File: config.mk
export PLATFORM = sky130hd
export DESIGN_NAME = muldiv_sequencer_flat
export DESIGN_NICKNAME = d
export VERILOG_FILES = /design/src/rtl/muldiv_sequencer_if.sv /design/src/rtl/muldiv_sequencer.sv /design/src/flat_wrapper.sv
export SDC_FILE = /design/constraint.sdc
export NUM_CORES = 1
export LEC_CHECK = 0
export CORE_MARGIN = 3
export CORE_UTILIZATION = 44
export CTS_BUF_LIST = sky130_fd_sc_hd__clkbuf_4 sky130_fd_sc_hd__clkbuf_8 sky130_fd_sc_hd__clkbuf_16
export DETAILED_ROUTE_END_ITERATION = 10
export DONT_BUFFER_PORTS = 1
export GPL_TIMING_DRIVEN = 1
export SETUP_SLACK_MARGIN = 0.4
export SLEW_MARGIN = 20
export SYNTH_ARGS = -nofsm -noshare
export SYNTH_HDL_FRONTEND = slang
export SYNTH_SLANG_ARGS = --single-unit
export TNS_END_PERCENT = 20
File: constraint.sdc
create_clock -name CLK -period 3.1 [get_ports CLK]
set_input_delay 0.31 -clock CLK [delete_from_list [all_inputs] [get_ports CLK]]
set_output_delay 0.31 -clock CLK [all_outputs]
set_load 0.02 [all_outputs]
File: src/rtl/muldiv_sequencer_if.sv
// Handshake and data bundle between the EX stage and the M-extension sequencer.
// The EX stage drives the master side. The sequencer sits on the slave side.
interface muldiv_sequencer_if #(
   parameter int WIDTH = 32
) ();
   logic             START;
   logic [4:0]       ALU_OP;
   logic [WIDTH-1:0] DATA1;
   logic [WIDTH-1:0] DATA2;
   logic             FLUSH;
   logic             STALL;
   logic             BUSY;
   logic [WIDTH-1:0] RESULT;
   logic             RESULT_VALID;

   modport master (
      output START, ALU_OP, DATA1, DATA2, FLUSH,
      input  STALL, BUSY, RESULT, RESULT_VALID
   );

   modport slave (
      input  START, ALU_OP, DATA1, DATA2, FLUSH,
      output STALL, BUSY, RESULT, RESULT_VALID
   );
endinterface

File: src/rtl/muldiv_sequencer.sv
// Multi-cycle RV32M execution unit: a 32-step shift-add multiplier and a restoring divider.
// The unit stalls the pipeline until the result is ready.
module muldiv_sequencer #(
   parameter int WIDTH        = 32,
   parameter bit FAST_SPECIAL = 1'b1
) (
   input  logic              CLK,
   input  logic              RESET,
   muldiv_sequencer_if.slave bus
);
   localparam int CW = $clog2(WIDTH);
   localparam logic [WIDTH-1:0] MIN_NEG = {1'b1, {(WIDTH-1){1'b0}}};

   typedef enum logic [2:0] {IDLE, MUL_RUN, DIV_RUN, SIGN_FIX, DONE} state_t;

   state_t           state;
   logic [CW-1:0]    cnt;
   logic [2:0]       op_r;          // ALU_OP[4:2]: {is_div, op bit3, op bit2}
   logic             neg_a, neg_b, div_zero;
   logic [WIDTH-1:0] opnd;          // multiplicand or divisor magnitude
   logic [WIDTH-1:0] hi, lo;        // product accumulator, or remainder and quotient
   logic [WIDTH-1:0] result_r;
   logic             result_valid_r;

   logic             engage, is_div, sgn1, sgn2, neg1, neg2, zero_div, ovf;
   logic [WIDTH-1:0] mag1, mag2, special_val;

   always_comb begin
      engage   = bus.START & bus.ALU_OP[0] & ~bus.FLUSH;
      is_div   = bus.ALU_OP[4];
      sgn1     = 1'b0;
      sgn2     = 1'b0;
      if (is_div) begin
         sgn1 = ~bus.ALU_OP[2];
         sgn2 = ~bus.ALU_OP[2];
      end else begin
         sgn1 = (bus.ALU_OP[3:2] != 2'b10);
         sgn2 = ~bus.ALU_OP[3];
      end
      neg1     = sgn1 & bus.DATA1[WIDTH-1];
      neg2     = sgn2 & bus.DATA2[WIDTH-1];
      mag1     = neg1 ? -bus.DATA1 : bus.DATA1;
      mag2     = neg2 ? -bus.DATA2 : bus.DATA2;
      zero_div = is_div & (bus.DATA2 == '0);
      ovf      = is_div & ~bus.ALU_OP[2] & (bus.DATA1 == MIN_NEG) & (bus.DATA2 == '1);
      if (bus.ALU_OP[3])
         special_val = zero_div ? bus.DATA1 : '0;
      else
         special_val = zero_div ? '1 : MIN_NEG;
   end

   logic [WIDTH-1:0]   addend;
   logic [WIDTH:0]     mul_sum, div_trial, div_diff;
   logic               take;
   logic [2*WIDTH-1:0] prod, prod_s;
   logic [WIDTH-1:0]   quot_s, rem_s, fix_val;

   always_comb begin
      addend    = lo[0] ? opnd : '0;
      mul_sum   = {1'b0, hi} + {1'b0, addend};
      div_trial = {hi, lo[WIDTH-1]};
      div_diff  = div_trial - {1'b0, opnd};
      take      = (div_trial >= {1'b0, opnd});
      prod      = {hi, lo};
      prod_s    = (neg_a ^ neg_b) ? -prod : prod;
      quot_s    = (neg_a ^ neg_b) ? -lo : lo;
      rem_s     = neg_a ? -hi : hi;
      fix_val   = '0;
      if (op_r[2]) begin
         // A zero divisor iterates to an all-ones magnitude. Force it so the sign flags cannot flip it.
         if (op_r[1])
            fix_val = rem_s;
         else
            fix_val = div_zero ? '1 : quot_s;
      end else begin
         fix_val = (op_r[1:0] == 2'b00) ? prod_s[WIDTH-1:0] : prod_s[2*WIDTH-1:WIDTH];
      end
   end

   always_ff @(posedge CLK or negedge RESET) begin
      if (!RESET) begin
         state          <= IDLE;
         cnt            <= '0;
         op_r           <= '0;
         neg_a          <= 1'b0;
         neg_b          <= 1'b0;
         div_zero       <= 1'b0;
         opnd           <= '0;
         hi             <= '0;
         lo             <= '0;
         result_r       <= '0;
         result_valid_r <= 1'b0;
      end else begin
         result_valid_r <= 1'b0;
         case (state)
            IDLE: begin
               if (engage) begin
                  op_r     <= bus.ALU_OP[4:2];
                  neg_a    <= neg1;
                  neg_b    <= neg2;
                  div_zero <= zero_div;
                  cnt      <= CW'(WIDTH - 1);
                  hi       <= '0;
                  opnd     <= is_div ? mag2 : mag1;
                  lo       <= is_div ? mag1 : mag2;
                  if (FAST_SPECIAL && (zero_div || ovf)) begin
                     result_r       <= special_val;
                     result_valid_r <= 1'b1;
                     state          <= DONE;
                  end else begin
                     state <= is_div ? DIV_RUN : MUL_RUN;
                  end
               end
            end
            MUL_RUN: begin
               if (bus.FLUSH) begin
                  state <= IDLE;
               end else begin
                  {hi, lo} <= {mul_sum, lo[WIDTH-1:1]};
                  cnt      <= cnt - CW'(1);
                  if (cnt == '0) state <= SIGN_FIX;
               end
            end
            DIV_RUN: begin
               if (bus.FLUSH) begin
                  state <= IDLE;
               end else begin
                  hi  <= take ? div_diff[WIDTH-1:0] : div_trial[WIDTH-1:0];
                  lo  <= {lo[WIDTH-2:0], take};
                  cnt <= cnt - CW'(1);
                  if (cnt == '0) state <= SIGN_FIX;
               end
            end
            SIGN_FIX: begin
               if (bus.FLUSH) begin
                  state <= IDLE;
               end else begin
                  result_r       <= fix_val;
                  result_valid_r <= 1'b1;
                  state          <= DONE;
               end
            end
            DONE:    state <= IDLE;
            default: state <= IDLE;
         endcase
      end
   end

   always_comb begin
      bus.STALL = 1'b0;
      if (RESET && !bus.FLUSH) begin
         case (state)
            IDLE:                       bus.STALL = engage;
            MUL_RUN, DIV_RUN, SIGN_FIX: bus.STALL = 1'b1;
            default:                    bus.STALL = 1'b0;
         endcase
      end
   end

   assign bus.BUSY         = (state != IDLE);
   assign bus.RESULT       = result_r;
   assign bus.RESULT_VALID = result_valid_r;

endmodule

File: src/flat_wrapper.sv
// flat-port wrapper written by rule: the top's interface ports become plain ports
module muldiv_sequencer_flat 
#(
   parameter int WIDTH        = 32,
   parameter bit FAST_SPECIAL = 1'b1
)
  (CLK, RESET, bus_START, bus_ALU_OP, bus_DATA1, bus_DATA2, bus_FLUSH, bus_STALL, bus_BUSY, bus_RESULT, bus_RESULT_VALID);
  muldiv_sequencer_if #(.WIDTH(WIDTH)) bus_i ();
  input  logic CLK;
  input  logic RESET;
  input wire logic [$bits(bus_i.START)-1:0] bus_START;
  input wire logic [$bits(bus_i.ALU_OP)-1:0] bus_ALU_OP;
  input wire logic [$bits(bus_i.DATA1)-1:0] bus_DATA1;
  input wire logic [$bits(bus_i.DATA2)-1:0] bus_DATA2;
  input wire logic [$bits(bus_i.FLUSH)-1:0] bus_FLUSH;
  output wire logic [$bits(bus_i.STALL)-1:0] bus_STALL;
  output wire logic [$bits(bus_i.BUSY)-1:0] bus_BUSY;
  output wire logic [$bits(bus_i.RESULT)-1:0] bus_RESULT;
  output wire logic [$bits(bus_i.RESULT_VALID)-1:0] bus_RESULT_VALID;
  assign bus_i.START = bus_START;
  assign bus_i.ALU_OP = bus_ALU_OP;
  assign bus_i.DATA1 = bus_DATA1;
  assign bus_i.DATA2 = bus_DATA2;
  assign bus_i.FLUSH = bus_FLUSH;
  assign bus_STALL = bus_i.STALL;
  assign bus_BUSY = bus_i.BUSY;
  assign bus_RESULT = bus_i.RESULT;
  assign bus_RESULT_VALID = bus_i.RESULT_VALID;
  muldiv_sequencer #(.WIDTH(WIDTH), .FAST_SPECIAL(FAST_SPECIAL)) u_core (.CLK(CLK), .RESET(RESET), .bus(bus_i));
endmodule
==> impl_metrics.py, run 1 <==
metrics = {
    "sta": {
        "postLayoutSetupSlackWorst_ns": -0.03154,
        "max_freq_ghz": 0.3193,
        "finalSetupTns_ns": -0.03154,
        "relSlewSlack_pct": 51.29,
        "hold_viol": 143,
        "tightest_slew_ns": 0.7254,
        "slew_viol_final": 0,
        "clock_skew_ns": 0.01067,
        "rsz0062_at_grt": "yes",
        "min_period_over_period_pct": 101.0,
        "setup_viol": 1,
        "holdWs_ns": -0.4484,
        "fin_crit_ns": 3.132,
    },
    "outcome": {
        "status": "finished, violations left",
        "violations": "hold timing, setup timing",
    },
    "die": {
        "io_pins": 108,
        "die_width_um": 192.0,
        "num_rows": 67,
        "coreArea_mm2": 0.03378,
        "die_h_um": 192.0,
        "die_area_mm2": 0.03687,
        "start_util_pct": 45.07,
    },
    "place": {
        "io_buffer_count": 0,
        "hpwl_um": 53150,
        "placed_cells": 2644,
        "place_congestion": 0.9966,
        "placed_area_mm2": 0.01731,
    },
    "setup_path": {
        "critical-path-top-delay-family": "simple AND/OR/NAND/NOR gates",
        "crit_path_max_fanout": 6,
        "crit_cells": 10,
        "critPathRequiredTime_ns": 3.44,
        "cp-start-kind": "register",
        "path_cells": "or3_4 > or4_4 > or4_4 > buf_12 > o41ai_4 > xor2_1 > nor2_1 > a221oi_2 > a21oi_1 > a21o_1",
        "crit_path_top_delay_cell": "or4_4",
        "reg2reg_depth": 10,
        "crit_buf_inv": 1,
        "cp_slowest_stage_delay_ns": 0.61,
        "crit_path_frequent_cell": "or4_4",
        "arrival_ns": 3.47,
        "endpoint_kind": "register",
        "setup.worst_path.class": "register to register",
    },
    "route": {
        "vias_per_cell": 6.444,
        "ant_nets": 0,
        "drt-total-wl_um": 69050,
        "drc": 0,
        "dr.pass1.iters": 6,
        "drt_iter0_drc": 2122,
        "drt-wirelength-per-cell_um": 25.32,
        "vias": 17574,
    },
    "clock_tree": {
        "cts_tree": "done",
        "clkLatencyLatePin_ns": 0.45,
        "cts_hold_buf": 2,
        "cts_buffer_depth": 2,
        "cts-root-buf": "clkbuf_16",
        "numCtsBuffers": 17,
        "clk_pin_slew_ns": 0.08,
        "htreeDepth": 4,
        "cts.sinks": 143,
    },
    "power": {
        "p_leak_nw": 8.194,
        "power.density_mw_per_mm2": 1393,
        "power.ir.vdd_worst_mv": 1.457,
        "p_total_mw": 27.55,
    },
    "logic_synthesis": {
        "synth_area_leader_cell": "dfrtp_1",
        "synthTopCellsByCount": "nand2_1 (251), nor2_1 (222), o21ai_0 (200)",
        "synth_ff_type": "dfrtp_1",
        "synthTopCellsByArea": "dfrtp_1 (24%), o21ai_0 (6.6%), nand2_1 (6.2%), ha_1 (5.8%), xnor2_1 (5.8%)",
        "synth_cell_types": 81,
        "synth-edff-count": 0,
        "yosys_warnings": 0,
        "postSynthCellCount": 2086,
        "ys_ff_latch": 143,
        "yosysSeqAreaShare_pct": 23.50,
        "ys_async_sr_fraction_pct": 100.0,
        "syn_area_per_cell_um2": 7.299,
        "synth_nets": 2232,
        "synth.most_common_cell": "nand2_1",
        "syn-cell-area_mm2": 0.01523,
        "netlist.area_leader.share_pct": 23.50,
    },
    "final_layout": {
        "drive_above_1_share_pct": 25.21,
        "multiInputGateArea_mm2": 0.01220,
        "register_area_mm2": 0.003586,
        "area_delta_synth_final_pct": 29.88,
        "fin_nets": 2410,
        "fin_area_mm2": 0.01978,
        "finalNonFillerCells": 2727,
        "nFillCells": 3118,
    },
    "min_path": {
        "hold_class": "input port to asynchronous set/reset pin",
    },
    "grt": {
        "grt_remaining_overflow": 0,
        "grt_pass1_vias": 16596,
        "grt_pass1_wl_um": 101700,
        "grtUsageTotal_pct": 36.39,
        "antenna_found_initial": 1,
        "grt_max_degree": 145,
    },
    "job": {
        "drv_cap": 0,
    },
}
==> cell usage in the layout, fill, tap and decap left out, types with 26 or more instances in the layout <==
master / n
xnor2_1: 90
nor3_1: 31
nand4_1: 26
o21ai_0: 155
buf_4: 260
a211oi_1: 33
dfrtp_1: 137
inv_1: 64
a21o_1: 40
nor2_1: 208
buf_6: 31
xor2_1: 93
nand2_1: 243
o21ai_1: 33
a221oi_1: 37
ha_1: 48
nand3_1: 38
a21oi_1: 135
o211ai_1: 29
==> cell type report <==
type / instances / share of cell area [%]
diodes: 2 / 0.02531
clock buffers: 18 / 2.221
clock inverters: 14 / 0.8162
inverters: 75 / 1.436
multi-input cells: 1723 / 61.71
flip-flops and latches: 143 / 18.13
well taps: 448 / 2.835
repair buffers: 304 / 12.83
==> worst paths after layout <==
kind,start,end,slack [ns]
hold reg to reg,u_core.opnd[19]$_DFFE_PN0P_,u_core.opnd[19]$_DFFE_PN0P_,0.49
hold / removal,RESET,u_core.hi[30]$_DFFE_PN0P_,-0.45
min in group CLK,bus_FLUSH,u_core.state[0]$_DFFE_PN0P_,0.06
setup reg to reg,u_core.lo[10]$_DFFE_PN0P_,u_core.bus.RESULT[16]$_DFFE_PN0P_,-0.03
setup / recovery,u_core.lo[10]$_DFFE_PN0P_,u_core.bus.RESULT[16]$_DFFE_PN0P_,-0.03
max in group asynchronous,RESET,u_core.lo[23]$_DFFE_PN0P_,3.28
==> registers in the layout (all words and copies together) (netlist names) <==
register and count:
u_core.opnd 32, u_core.bus.RESULT 32, u_core.op_r 3, u_core.cnt 5
u_core.neg_a 1, u_core.state 3, u_core.hi 32, u_core.bus.RESULT_VALID 1
u_core.neg_b 1, u_core.div_zero 1, u_core.lo 32
==> per-stage QoR <==
| step | util (%) | setup slack [ns] |
|---|---|---|
| detailed placement | 51.25 | -0.09388 |
| global route | 58.52 | -0.07826 |
| finish | 58.53 | -0.03154 |
| floorplan | - | -0.02731 |
| CTS | 56.40 | -0.03262 |
| global placement | 51.25 | -0.06958 |
==> timing repair <==
item / CTS / global route
setup endpoints to repair: 64 / 65
buffers inserted: 23 / 23
pin swaps: 179 / 135
endpoints found under the hold margin: 145 / 143
cloned: 0 / 1
gates resized for setup: 226 / 95
==> logic make-up (layout without fill, tap and decap cells) <==
logic type	Yosys count	count (layout)	synth area share [%]
xor+xnor	197	197	11.33
fa+ha+maj	73	73	6.097
compound gates	710	710	30.24
mux	21	21	1.422
simple gates	722	722	21.81
other cells	0	2	0
flops	143	143	23.50
buf+inv	220	411	5.596
==> power breakdown <==
part           internal [mW]  leakage, nW  switching [mW]
combinational           9.17         6.16            12.4
clock                   1.17        0.290            1.04
sequential              2.76         1.74            1.04
total                   13.1         8.19            14.4
==> per-layer routing <==
layer	GRT usage, %	vias up	part of all wire, %
li1	-	7959	-
met1	49.85	8468	42
met2	55.26	944	44
met3	8.578	201	10
met4	14.46	2	4.5
met5	0	-	0.019
Note: power is estimated with default switching activity, not from simulation.
==> run 2, diff against run 1 <==
Settings changed: CAP_MARGIN set to 20.
==> results of run 2 <==
No change in the layout: final DEF, timing and power equal those of run 1.
==> run 3, diff against run 2 <==
Settings changed: RECOVER_POWER set to 50.
==> results of run 3 <==
No change in the layout: final DEF, timing and power equal those of run 1.
